$ cat src/rtl/onion_wb_master.sv
// onion_wb_master: single-outstanding command to Wishbone initiator bridge.
// Accepts one command, runs one classic Wishbone cycle, returns one response.
//
// Ports:
//   WBs_CLK_i, WBs_RST_n_i          clock, async active-low reset
//   cmd_valid_i/cmd_ready_o         command handshake
//   cmd_we_i, cmd_adr_i[16:0]       write flag, byte address
//   cmd_sel_i[3:0], cmd_dat_i[31:0] byte strobes, write data
//   rsp_valid_o/rsp_ready_i         response handshake
//   rsp_dat_o[31:0], rsp_err_o      read data, timeout flag
//   WBm_*                           Wishbone initiator bus
//
// Build option: define ONION_WB_MASTER_TIMEOUT_EN to compile in the ACK
// timeout (TIMEOUT_CYCLES, ERR_READ_VALUE). Without it the bus cycle waits
// for ACK indefinitely and rsp_err_o is constant 0.

module onion_wb_master #(
    parameter int unsigned TIMEOUT_CYCLES = 256,
    parameter logic [31:0] ERR_READ_VALUE = 32'hDEAD_BEEF
) (
    input  logic        WBs_CLK_i,
    input  logic        WBs_RST_n_i,

    input  logic        cmd_valid_i,
    output logic        cmd_ready_o,
    input  logic        cmd_we_i,
    input  logic [16:0] cmd_adr_i,
    input  logic [3:0]  cmd_sel_i,
    input  logic [31:0] cmd_dat_i,

    output logic        rsp_valid_o,
    input  logic        rsp_ready_i,
    output logic [31:0] rsp_dat_o,
    output logic        rsp_err_o,

    output logic [16:0] WBm_ADR_o,
    output logic        WBm_CYC_o,
    output logic        WBm_STB_o,
    output logic        WBm_WE_o,
    output logic [3:0]  WBm_BYTE_STB_o,
    output logic [31:0] WBm_DAT_o,
    input  logic [31:0] WBm_DAT_i,
    input  logic        WBm_ACK_i
);

    typedef enum logic [1:0] {
        IDLE,
        BUS,
        RESP
    } state_t;

    state_t      state_q;
    state_t      state_d;

    logic        cmd_ready_d;
    logic        cyc_d;
    logic        stb_d;
    logic        we_d;
    logic [16:0] adr_d;
    logic [3:0]  sel_d;
    logic [31:0] wdat_d;
    logic        rsp_valid_d;
    logic [31:0] rsp_dat_d;

`ifdef ONION_WB_MASTER_TIMEOUT_EN
    localparam int unsigned CNT_W = $clog2(TIMEOUT_CYCLES) + 1;
    localparam logic [CNT_W-1:0] CNT_LAST = CNT_W'(TIMEOUT_CYCLES - 1);

    logic [CNT_W-1:0] cnt_q;
    logic [CNT_W-1:0] cnt_d;
    logic             rsp_err_d;
    logic             tmo_hit;

    assign tmo_hit = (cnt_q == CNT_LAST);
`else
    // Parameters stay on the interface so both builds share one port map.
    logic unused_cfg;

    assign unused_cfg = ^{ERR_READ_VALUE, TIMEOUT_CYCLES[0]};
    assign rsp_err_o  = 1'b0;
`endif

    always_comb begin
        state_d     = state_q;
        cmd_ready_d = cmd_ready_o;
        cyc_d       = WBm_CYC_o;
        stb_d       = WBm_STB_o;
        we_d        = WBm_WE_o;
        adr_d       = WBm_ADR_o;
        sel_d       = WBm_BYTE_STB_o;
        wdat_d      = WBm_DAT_o;
        rsp_valid_d = rsp_valid_o;
        rsp_dat_d   = rsp_dat_o;
`ifdef ONION_WB_MASTER_TIMEOUT_EN
        cnt_d       = cnt_q;
        rsp_err_d   = rsp_err_o;
`endif

        unique case (state_q)
            IDLE: begin
                // Ready is registered, so the first edge after reset
                // release raises it without accepting anything.
                cmd_ready_d = 1'b1;
                wdat_d      = 32'h0;
                if (cmd_valid_i && cmd_ready_o) begin
                    state_d     = BUS;
                    cmd_ready_d = 1'b0;
                    cyc_d       = 1'b1;
                    stb_d       = 1'b1;
                    we_d        = cmd_we_i;
                    adr_d       = cmd_adr_i;
                    sel_d       = cmd_sel_i;
                    wdat_d      = cmd_we_i ? cmd_dat_i : 32'h0;
`ifdef ONION_WB_MASTER_TIMEOUT_EN
                    cnt_d       = '0;
`endif
                end
            end

            BUS: begin
                if (WBm_ACK_i) begin
                    // ACK takes priority over a coincident timeout.
                    state_d     = RESP;
                    cyc_d       = 1'b0;
                    stb_d       = 1'b0;
                    wdat_d      = 32'h0;
                    rsp_valid_d = 1'b1;
                    rsp_dat_d   = WBm_WE_o ? 32'h0 : WBm_DAT_i;
`ifdef ONION_WB_MASTER_TIMEOUT_EN
                    rsp_err_d   = 1'b0;
`endif
                end
`ifdef ONION_WB_MASTER_TIMEOUT_EN
                else if (tmo_hit) begin
                    state_d     = RESP;
                    cyc_d       = 1'b0;
                    stb_d       = 1'b0;
                    wdat_d      = 32'h0;
                    rsp_valid_d = 1'b1;
                    rsp_dat_d   = WBm_WE_o ? 32'h0 : ERR_READ_VALUE;
                    rsp_err_d   = 1'b1;
                end else begin
                    cnt_d = cnt_q + CNT_W'(1);
                end
`endif
            end

            RESP: begin
                if (rsp_ready_i) begin
                    state_d     = IDLE;
                    rsp_valid_d = 1'b0;
                    cmd_ready_d = 1'b1;
                end
            end

            default: begin
                state_d     = IDLE;
                cmd_ready_d = 1'b0;
                cyc_d       = 1'b0;
                stb_d       = 1'b0;
                wdat_d      = 32'h0;
                rsp_valid_d = 1'b0;
            end
        endcase
    end

    always_ff @(posedge WBs_CLK_i or negedge WBs_RST_n_i) begin
        if (!WBs_RST_n_i) begin
            state_q        <= IDLE;
            cmd_ready_o    <= 1'b0;
            WBm_CYC_o      <= 1'b0;
            WBm_STB_o      <= 1'b0;
            WBm_WE_o       <= 1'b0;
            WBm_ADR_o      <= 17'h0;
            WBm_BYTE_STB_o <= 4'h0;
            WBm_DAT_o      <= 32'h0;
            rsp_valid_o    <= 1'b0;
            rsp_dat_o      <= 32'h0;
        end else begin
            state_q        <= state_d;
            cmd_ready_o    <= cmd_ready_d;
            WBm_CYC_o      <= cyc_d;
            WBm_STB_o      <= stb_d;
            WBm_WE_o       <= we_d;
            WBm_ADR_o      <= adr_d;
            WBm_BYTE_STB_o <= sel_d;
            WBm_DAT_o      <= wdat_d;
            rsp_valid_o    <= rsp_valid_d;
            rsp_dat_o      <= rsp_dat_d;
        end
    end

`ifdef ONION_WB_MASTER_TIMEOUT_EN
    always_ff @(posedge WBs_CLK_i or negedge WBs_RST_n_i) begin
        if (!WBs_RST_n_i) begin
            cnt_q     <= '0;
            rsp_err_o <= 1'b0;
        end else begin
            cnt_q     <= cnt_d;
            rsp_err_o <= rsp_err_d;
        end
    end
`endif

endmodule

$ cat config.mk
export PLATFORM = sky130hd
export DESIGN_NAME = onion_wb_master
export DESIGN_NICKNAME = d
export VERILOG_FILES = /design/src/rtl/onion_wb_master.sv
export SDC_FILE = /design/constraint.sdc
export NUM_CORES = 1
export LEC_CHECK = 0
export CORE_ASPECT_RATIO = 0.9
export CORE_MARGIN = 2
export CORE_UTILIZATION = 43
export DETAILED_ROUTE_END_ITERATION = 8
export PLACE_DENSITY = 0.83
export SYNTH_ARGS = -nofsm -noshare
export SYNTH_HDL_FRONTEND = slang
export SYNTH_SLANG_ARGS = --single-unit
$ cat constraint.sdc
create_clock -name WBs_CLK_i -period 2.5 [get_ports WBs_CLK_i]
set_input_delay 0.625 -clock WBs_CLK_i [delete_from_list [all_inputs] [get_ports WBs_CLK_i]]
set_output_delay 0.625 -clock WBs_CLK_i [all_outputs]
set_load 0.005 [all_outputs]
==> results of run 1 <==
## through the flow
stage / util [%] / power, W / setup WS [ns] / hold WS, ns
CTS: 70.4 / 0.00581 / 0.370 / 0.236
detailed placement: 67.4 / 0.00459 / -0.00676 / 0.470
finish: 70.4 / 0.00574 / 0.332 / 0.229
floorplan: - / 0.00323 / 0.892 / 0.329
global placement: 67.4 / 0.00451 / 0.0778 / 0.461
global route: 70.4 / 0.00610 / 0.240 / 0.235
## worst min-delay path by stage
stage / slack (ns) / endpoint / depth (start not counted)
finish: 0.23 / WBm_ADR_o[0] / 1
global route: 0.24 / WBm_ADR_o[0] / 1
CTS: 0.24 / WBm_ADR_o[0] / 1
detailed placement: 0.47 / rsp_dat_o[1] / 2
global placement: 0.46 / rsp_dat_o[29] / 2
floorplan: 0.33 / WBm_ADR_o[0] / 0
## Yosys cell counts (all sizes together) (2+ instances only)
| library cell | number | share of area, % |
|---|---|---|
| nand2 | 35 | 3.7 |
| a22o | 32 | 7.9 |
| mux2 | 22 | 7.0 |
| clkbuf | 9 | 0.95 |
| dfrtp | 91 | 64 |
| nand2b | 34 | 6.0 |
| o21ai | 35 | 4.9 |
| o21bai | 2 | 0.42 |
| buf | 13 | 3.2 |
## power breakdown
| group | switching, W | internal, W |
|---|---|---|
| Combinational | 0.000822 | 0.00145 |
| Sequential | 0.000296 | 0.00197 |
| Clock | 0.000534 | 0.000674 |
| Total | 0.00165 | 0.00409 |
## final cells by class
cell class,instances,share of cell area [%]
flip-flops and latches,91,40.3
inverters,1,0.0664
clock buffers,9,2.19
clock inverters,7,2.15
multi-input cells,168,20.1
well taps,99,2.19
repair buffers,186,33.1
## placed cells by master, fill, tap and decap left out
| master | count |
|---|---|
| buf_12 | 2 |
| inv_6 | 3 |
| nor4bb_4 | 1 |
| clkbuf_8 | 9 |
| conb_1 | 1 |
| o21a_1 | 1 |
| clkdlybuf4s50_1 | 179 |
| a22o_1 | 32 |
| nand2b_1 | 34 |
| nand3b_1 | 1 |
| nand2_1 | 35 |
| inv_1 | 1 |
| nor2_1 | 1 |
| o21ai_0 | 34 |
| and2_4 | 1 |
| o21ai_2 | 1 |
| dfrtp_1 | 91 |
| o21bai_1 | 2 |
| mux2_2 | 22 |
| a21oi_1 | 1 |
| bufinv_16 | 3 |
| clkinv_2 | 1 |
| a221oi_1 | 1 |
| buf_4 | 5 |
## layer usage
layer	GRT usage [%]	vias up
li1	-	1317
met1	23.6	1337
met2	33.7	114
met3	7.85	14
met4	5.71	0
met5	0	-
## critical path: stages
cell and delay (ns):
clkdlybuf4s50_1 0.49, o21ai_2 1.03, a22o_1 0.29
## sequential cells by signal (all words and copies together) (netlist names)
name            count
WBm_DAT_o          32
state_q             2
WBm_STB_o           1
WBm_ADR_o          17
WBm_WE_o            1
rsp_valid_o         1
WBm_BYTE_STB_o      4
cmd_ready_o         1
rsp_dat_o          32
## cell families after synthesis
group                  after synthesis  share of synthesized area (%)
AO/OA/AOI/OAI                       72                           13.9
flip-flops                          91                           64.2
buffers and inverters               23                           4.24
other                                1                          0.106
AND/OR/NAND/NOR                     73                           10.6
multiplexers                        22                           6.99
==> results_dict.tcl, run 1 <==
set metrics [dict create \
    power_density_nw_per_um2 1010 \
    drtAntennaViolNets 0 \
    detail_route.wl_per_cell_microns 15.7 \
    grt_pass1_vias 2881 \
    slew_headroom_pct 14.0 \
    hold_class "in -> async" \
    clk_latency_ns 0.35 \
    tightest_slew_ns 1.29 \
    arrival_ns 2.44 \
    ys_seq_area_share_pct 64.2 \
    routed_via_density 4.96 \
    initial_core_util_pct 44.1 \
    htree_levels 3 \
    worst_ir_drop_vdd_uv 700 \
    postSynth.asyncResetShare_pct 100 \
    grt_setup_unrepaired "no" \
    timing.critical_path.to "WBm_DAT_o[11]" \
    critPathLaunchType "primary input" \
    wl_mm 8.79 \
    regToRegSetupSlack_ns 0.45 \
    finClkSkew_ns 0.0136 \
    root_buffer "clkbuf_8" \
    diodes 0 \
    synth-seq-cells 91 \
    yosys_warnings 0 \
    dr_wl_met2_mm 4.37 \
    synth_edf_count 0 \
    cap_viol_max_count 0 \
    gp_congestion 0.752 \
    cts-resized-gates 0 \
    fill_cells 629 \
    io_pins 182 \
    synth_cell_types 23 \
    grt_pass1_wl_mm 14.3 \
    synth_cells 282 \
    portBuffers 180 \
    post_cts_buffers 0 \
    areaGrowthSynthToFinish_pct 59.5 \
    grt_usage_pct 20.0 \
    die_w_microns 99.7 \
    min_period_ns 2.17 \
    wl_met1_mm 3.55 \
    num_rows 31 \
    cp-end-kind "flop" \
    top_layer_used "met4" \
    setup_viol 0 \
    cts_tree "done" \
    drive_gt1_share_pct 10.4 \
    syn_area_sq_um 3540 \
    drcViolationCount 0 \
    criticalPathCategory "in -> reg" \
    synthFlopType "dfrtp_1" \
    p_leak_nw 2.45 \
    fp.dieArea_sq_um 8990 \
    synthesis.nets 373 \
    syn_avg_cell_area_sq_um 12.6 \
    hold_violations 0 \
    antenna_found_initial 0 \
    worstReg2RegEnd "WBm_DAT_o[11]" \
    r2r_cells 3 \
    wl_met3_microns 715 \
    reg2reg_from "state_q[1]" \
    regArea_sq_um 2280 \
    cts.sinks 91 \
    drt_iter0_drc 78 \
    core_area_sq_um 8030 \
    critPathMaxFanout 32 \
    status "completed" \
    grt_overflow 0 \
    grt_max_degree 66 \
    cp-startpoint "WBm_ACK_i" \
    nets 548 \
    path_clk_slew_ns 0.09 \
    cts_made_buffers 9 \
    clockBufferDepth 2 \
    multi_input_area_sq_um 1140 \
    tns_ns 0 \
    post-dp-hpwl_mm 6.41 \
    holdBufCountCts 0 \
    maxClockFrequency_mhz 461 \
    vias 2782 \
    placed_cell_area_sq_um 5410 \
    slew_viol_final 0 \
    die_y_microns 90.1 \
    final_area_sq_um 5660 \
    dr.pass1.iters 4 \
    dpl.cell_count 545 \
    crit_required_ns 2.78 \
    period_share_pct 86.7 \
    final_cell_count_no_fill 561 \
]
No activity file was read; power rests on OpenSTA's default activity.
==> inputs of run 2 (changes only) <==
CORE_UTILIZATION = 36   (was 43)
PLACE_DENSITY = 0.74   (was 0.83)
clock period = 1.8 ns   (was 2.5 ns; I/O delays follow)
==> results_dict.tcl, run 2 (synthesis results as in run 1) <==
set metrics [dict create \
    grt_overflow 0 \
    arrival_ns 1.27 \
    grt_pass1_vias 2860 \
    slowest_stage "clkdlybuf4s50_1" \
    drcViolationCount 0 \
    slew_viol_final 0 \
    status "completed" \
    power_density_nw_per_um2 1390 \
    met1_usage_pct 21.9 \
    die_w_microns 109 \
    hold_class "in -> async" \
    worst_ir_drop_vdd_uv 848 \
    maxClockFrequency_mhz 583 \
    htree_levels 3 \
    cp_top_family "buffers and inverters" \
    drtAntennaViolNets 0 \
    core_area_sq_um 9610 \
    post-dp-hpwl_mm 6.71 \
    criticalPathCategory "reg -> out" \
    worstPathCellList "clkdlybuf4s50_1" \
    setup_viol 0 \
    nets 557 \
    fill_cells 836 \
    root_buffer "clkbuf_8" \
    grtUsageMet3_pct 5.01 \
    areaGrowthSynthToFinish_pct 63.3 \
    hold_violations 0 \
    gp_congestion 0.685 \
    cp-end-kind "output port" \
    num_rows 34 \
    routed_via_density 4.69 \
    critPathMaxFanout 3 \
    post_cts_buffers 0 \
    grt_pass1_wl_mm 14.5 \
    clockBufferDepth 2 \
    fin_ws_ns 0.0838 \
    die_y_microns 98.1 \
    dp_slack_ns -0.152 \
    diodes 0 \
    critical_path_buf_inv_count 1 \
    cts_made_buffers 9 \
    min_period_ns 1.72 \
    grt_max_degree 66 \
    fp.dieArea_sq_um 10700 \
    antenna_found_initial 0 \
    cts_tree "done" \
    cp_slowest_stage_delay_ns 0.54 \
    wl_mm 9.11 \
    initial_core_util_pct 36.9 \
    cap_viol_max_count 0 \
    period_share_pct 95.3 \
    dr.pass1.iters 4 \
    clk_latency_ns 0.34 \
    cts-resized-gates 0 \
    finClkSkew_ns 0.0117 \
    drt_iter0_drc 116 \
    layout_common_cells "179 x clkdlybuf4s50_1, 91 x dfrtp_1, 35 x nand2_1" \
    crit_required_ns 1.35 \
    grt_busiest_layer "met2" \
    grt_setup_unrepaired "no" \
    critPathLaunchType "flop" \
    detail_route.wl_per_cell_microns 15.3 \
    use_met2_pct 29.0 \
    grt_usage_pct 17.4 \
    portBuffers 180 \
    p_leak_nw 2.50 \
    whs_ns 0.00406 \
    top_regs "WBm_DAT_o: 32 flops, rsp_dat_o: 32 flops, WBm_ADR_o: 17 flops" \
    layout_commonest_cell "clkdlybuf4s50_1" \
    path_clk_slew_ns 0.09 \
    io_pins 182 \
    drive_gt1_share_pct 11.9 \
    holdBufCountCts 0 \
    vias 2793 \
    cts.sinks 91 \
]
## run 2: layer usage
metal | vias to the layer above | share of wire [%]
li1 | 1335 | -
met1 | 1360 | 42
met2 | 88 | 50
met3 | 10 | 6.3
met4 | 0 | 1.1
met5 | - | 0
## run 2: final timing paths
path,cells past startpoint,slack [ns],to,from
worst max-delay path,1,0.08,cmd_ready_o,cmd_ready_o
worst min-delay path,1,0.004,rsp_dat_o[11],WBs_RST_n_i
worst max register to register,5,0.18,WBm_ADR_o[15],cmd_ready_o
worst min register to register,2,0.49,rsp_dat_o[2],rsp_dat_o[2]
max in group asynchronous,2,1.26,WBm_BYTE_STB_o[0],WBs_RST_n_i
min in group WBs_CLK_i,2,0.49,rsp_dat_o[2],rsp_dat_o[2]
## run 2: per-stage QoR
stage | cell area, sq um | cells | setup TNS (ns) | power, W | util [%]
after floorplan | 3540 | 282 | 0 | 0.00448 | -
after global placement | 5550 | 579 | -4.20 | 0.00646 | 57.7
after detailed placement | 5550 | 579 | -4.84 | 0.00657 | 57.7
after CTS | 5770 | 594 | 0 | 0.00814 | 60.0
after global routing | 5790 | 596 | 0 | 0.00859 | 60.2
final | 5790 | 596 | 0 | 0.00805 | 60.2
## run 2: report_power, final
group	total [W]	switching (W)	internal, W	leakage, nW
Sequential	0.00313	0.000391	0.00274	1.17
Clock	0.00154	0.000687	0.000852	0.115
Combinational	0.00339	0.00122	0.00217	1.21
Total	0.00805	0.00230	0.00575	2.50
## run 2: area by class of cell
| type | count | area [sq um] | area share [%] |
|---|---|---|---|
| sequential | 91 | 2280 | 39.4 |
| timing repair buffer | 195 | 1990 | 34.3 |
| multi-input combinational | 168 | 1140 | 19.6 |
| tap | 126 | 158 | 2.72 |
| clock buffer | 11 | 151 | 2.62 |
| clock inverter | 4 | 73.8 | 1.28 |
| inverter | 1 | 3.75 | 0.0649 |
==> inputs of run 3 (changes only) <==
--- a/constraint.sdc
+++ b/constraint.sdc
@@ -3,2 +3,2 @@
 set_output_delay 0.45 -clock WBs_CLK_i [all_outputs]
-set_load 0.005 [all_outputs]
+set_load 0.1 [all_outputs]
==> results_dict.tcl, run 3 (synthesis results as in run 1) <==
set metrics [dict create \
    fill_cells 711 \
    cp-end-kind "flop" \
    critPathLaunchType "flop" \
    slew_viol_final 0 \
    clk_latency_ns 0.35 \
    wl_mm 9.72 \
    criticalPathCategory "reg -> reg" \
    hold_class "in -> async" \
    fp.dieArea_sq_um 10700 \
    layout_common_cells "94 x buf_12, 90 x dfrtp_1, 89 x clkdlybuf4s50_1" \
    gp_congestion 0.738 \
    dr.pass1.iters 4 \
    cts.sinks 91 \
    cap_viol_max_count 0 \
    path_clk_slew_ns 0.09 \
    period_share_pct 91.2 \
    drtAntennaViolNets 0 \
    grt_overflow 0 \
    finish.utilization_pct 68.6 \
    tns_ns 0 \
    num_rows 34 \
    status "completed" \
    finClkSkew_ns 0.0130 \
    cts_made_buffers 9 \
    regArea_sq_um 2280 \
    final_area_sq_um 6600 \
    grt_max_degree 66 \
    clockBufferDepth 2 \
    multi_input_area_sq_um 1140 \
    drt_iter0_drc 82 \
    fin_ws_ns 0.158 \
    core_area_sq_um 9610 \
    min_period_ns 1.64 \
    crit_required_ns 2.04 \
    drive_gt1_share_pct 30.4 \
    initial_core_util_pct 36.9 \
    die_y_microns 98.1 \
    cts-resized-gates 0 \
    drcViolationCount 0 \
    cts_tree "done" \
    grt_usage_pct 19.3 \
    maxClockFrequency_mhz 609 \
    dp_slack_ns -0.178 \
    setup_viol 0 \
    grt_pass1_vias 3024 \
    placed_cell_area_sq_um 6390 \
    grt_pass1_wl_mm 15.9 \
    arrival_ns 1.88 \
    htree_levels 3 \
    post-dp-hpwl_mm 7.54 \
    antenna_found_initial 0 \
    layout_commonest_cell "buf_12" \
    die_w_microns 109 \
    diodes 0 \
    nets 550 \
    portBuffers 180 \
    grt_setup_unrepaired "no" \
    detail_route.wl_per_cell_microns 16.5 \
    areaGrowthSynthToFinish_pct 86.2 \
    holdBufCountCts 0 \
    critPathMaxFanout 15 \
    routed_via_density 4.71 \
    io_pins 182 \
    vias 2780 \
    top_regs "WBm_DAT_o: 32 flops, rsp_dat_o: 32 flops, WBm_ADR_o: 17 flops" \
    post_cts_buffers 0 \
    hold_violations 0 \
    root_buffer "clkbuf_8" \
]
==> run 3: changes by cell type in the layout (fill, tap and decap cells not counted), sizes merged <==
cell	previous run	this run
clkdlybuf4s50	179	89
clkinvlp	0	1
inv	1	2
bufinv	2	1
buf	16	99
==> run 3: final timing paths <==
kind	cells after the start	slack (ns)	end	startpoint
min in group WBs_CLK_i	2	0.55	rsp_dat_o[28]	rsp_dat_o[28]
worst min register to register	2	0.55	rsp_dat_o[28]	rsp_dat_o[28]
worst max-delay path	3	0.16	WBm_ADR_o[2]	state_q[1]
worst max register to register	3	0.16	WBm_ADR_o[2]	state_q[1]
worst min-delay path	1	0.02	rsp_dat_o[6]	WBs_RST_n_i
max in group asynchronous	2	1.25	WBm_DAT_o[19]	WBs_RST_n_i
==> run 3: final cells by class <==
type	instances	share of cell area, %
inverters	1	0.0569
flip-flops and latches	91	34.6
repair buffers	188	42.6
clock inverters	5	0.910
clock buffers	11	2.29
multi-input cells	168	17.2
well taps	126	2.39
==> run 3: per-layer routing <==
| layer | track usage [%] | part of all wire [%] | up-vias |
|---|---|---|---|
| met5 | 0 | 0 | - |
| met3 | 8.08 | 8.8 | 7 |
| met1 | 22.5 | 38 | 1351 |
| met2 | 33.3 | 53 | 105 |
| li1 | - | - | 1317 |
| met4 | 3.65 | 0.72 | 0 |
==> run 3: worst max-delay path: stages, from the launching register on <==
cell and delay, ns:
dfrtp_1 0.48, nor4bb_4 0.39, buf_4 0.29, mux2_2 0.37
==> run 3: per-stage QoR <==
stage | instances | hold slack [ns]
finish | 590 | 0.0250
global route | 590 | 0.0477
CTS | 590 | 0.0315
detailed placement | 574 | 0.420
global placement | 574 | 0.423
floorplan | 282 | 0.154
Power of run 3 is left out: the tool's default activity adds up to more than one toggle a clock period on the data nets, which glitch-free logic cannot reach.
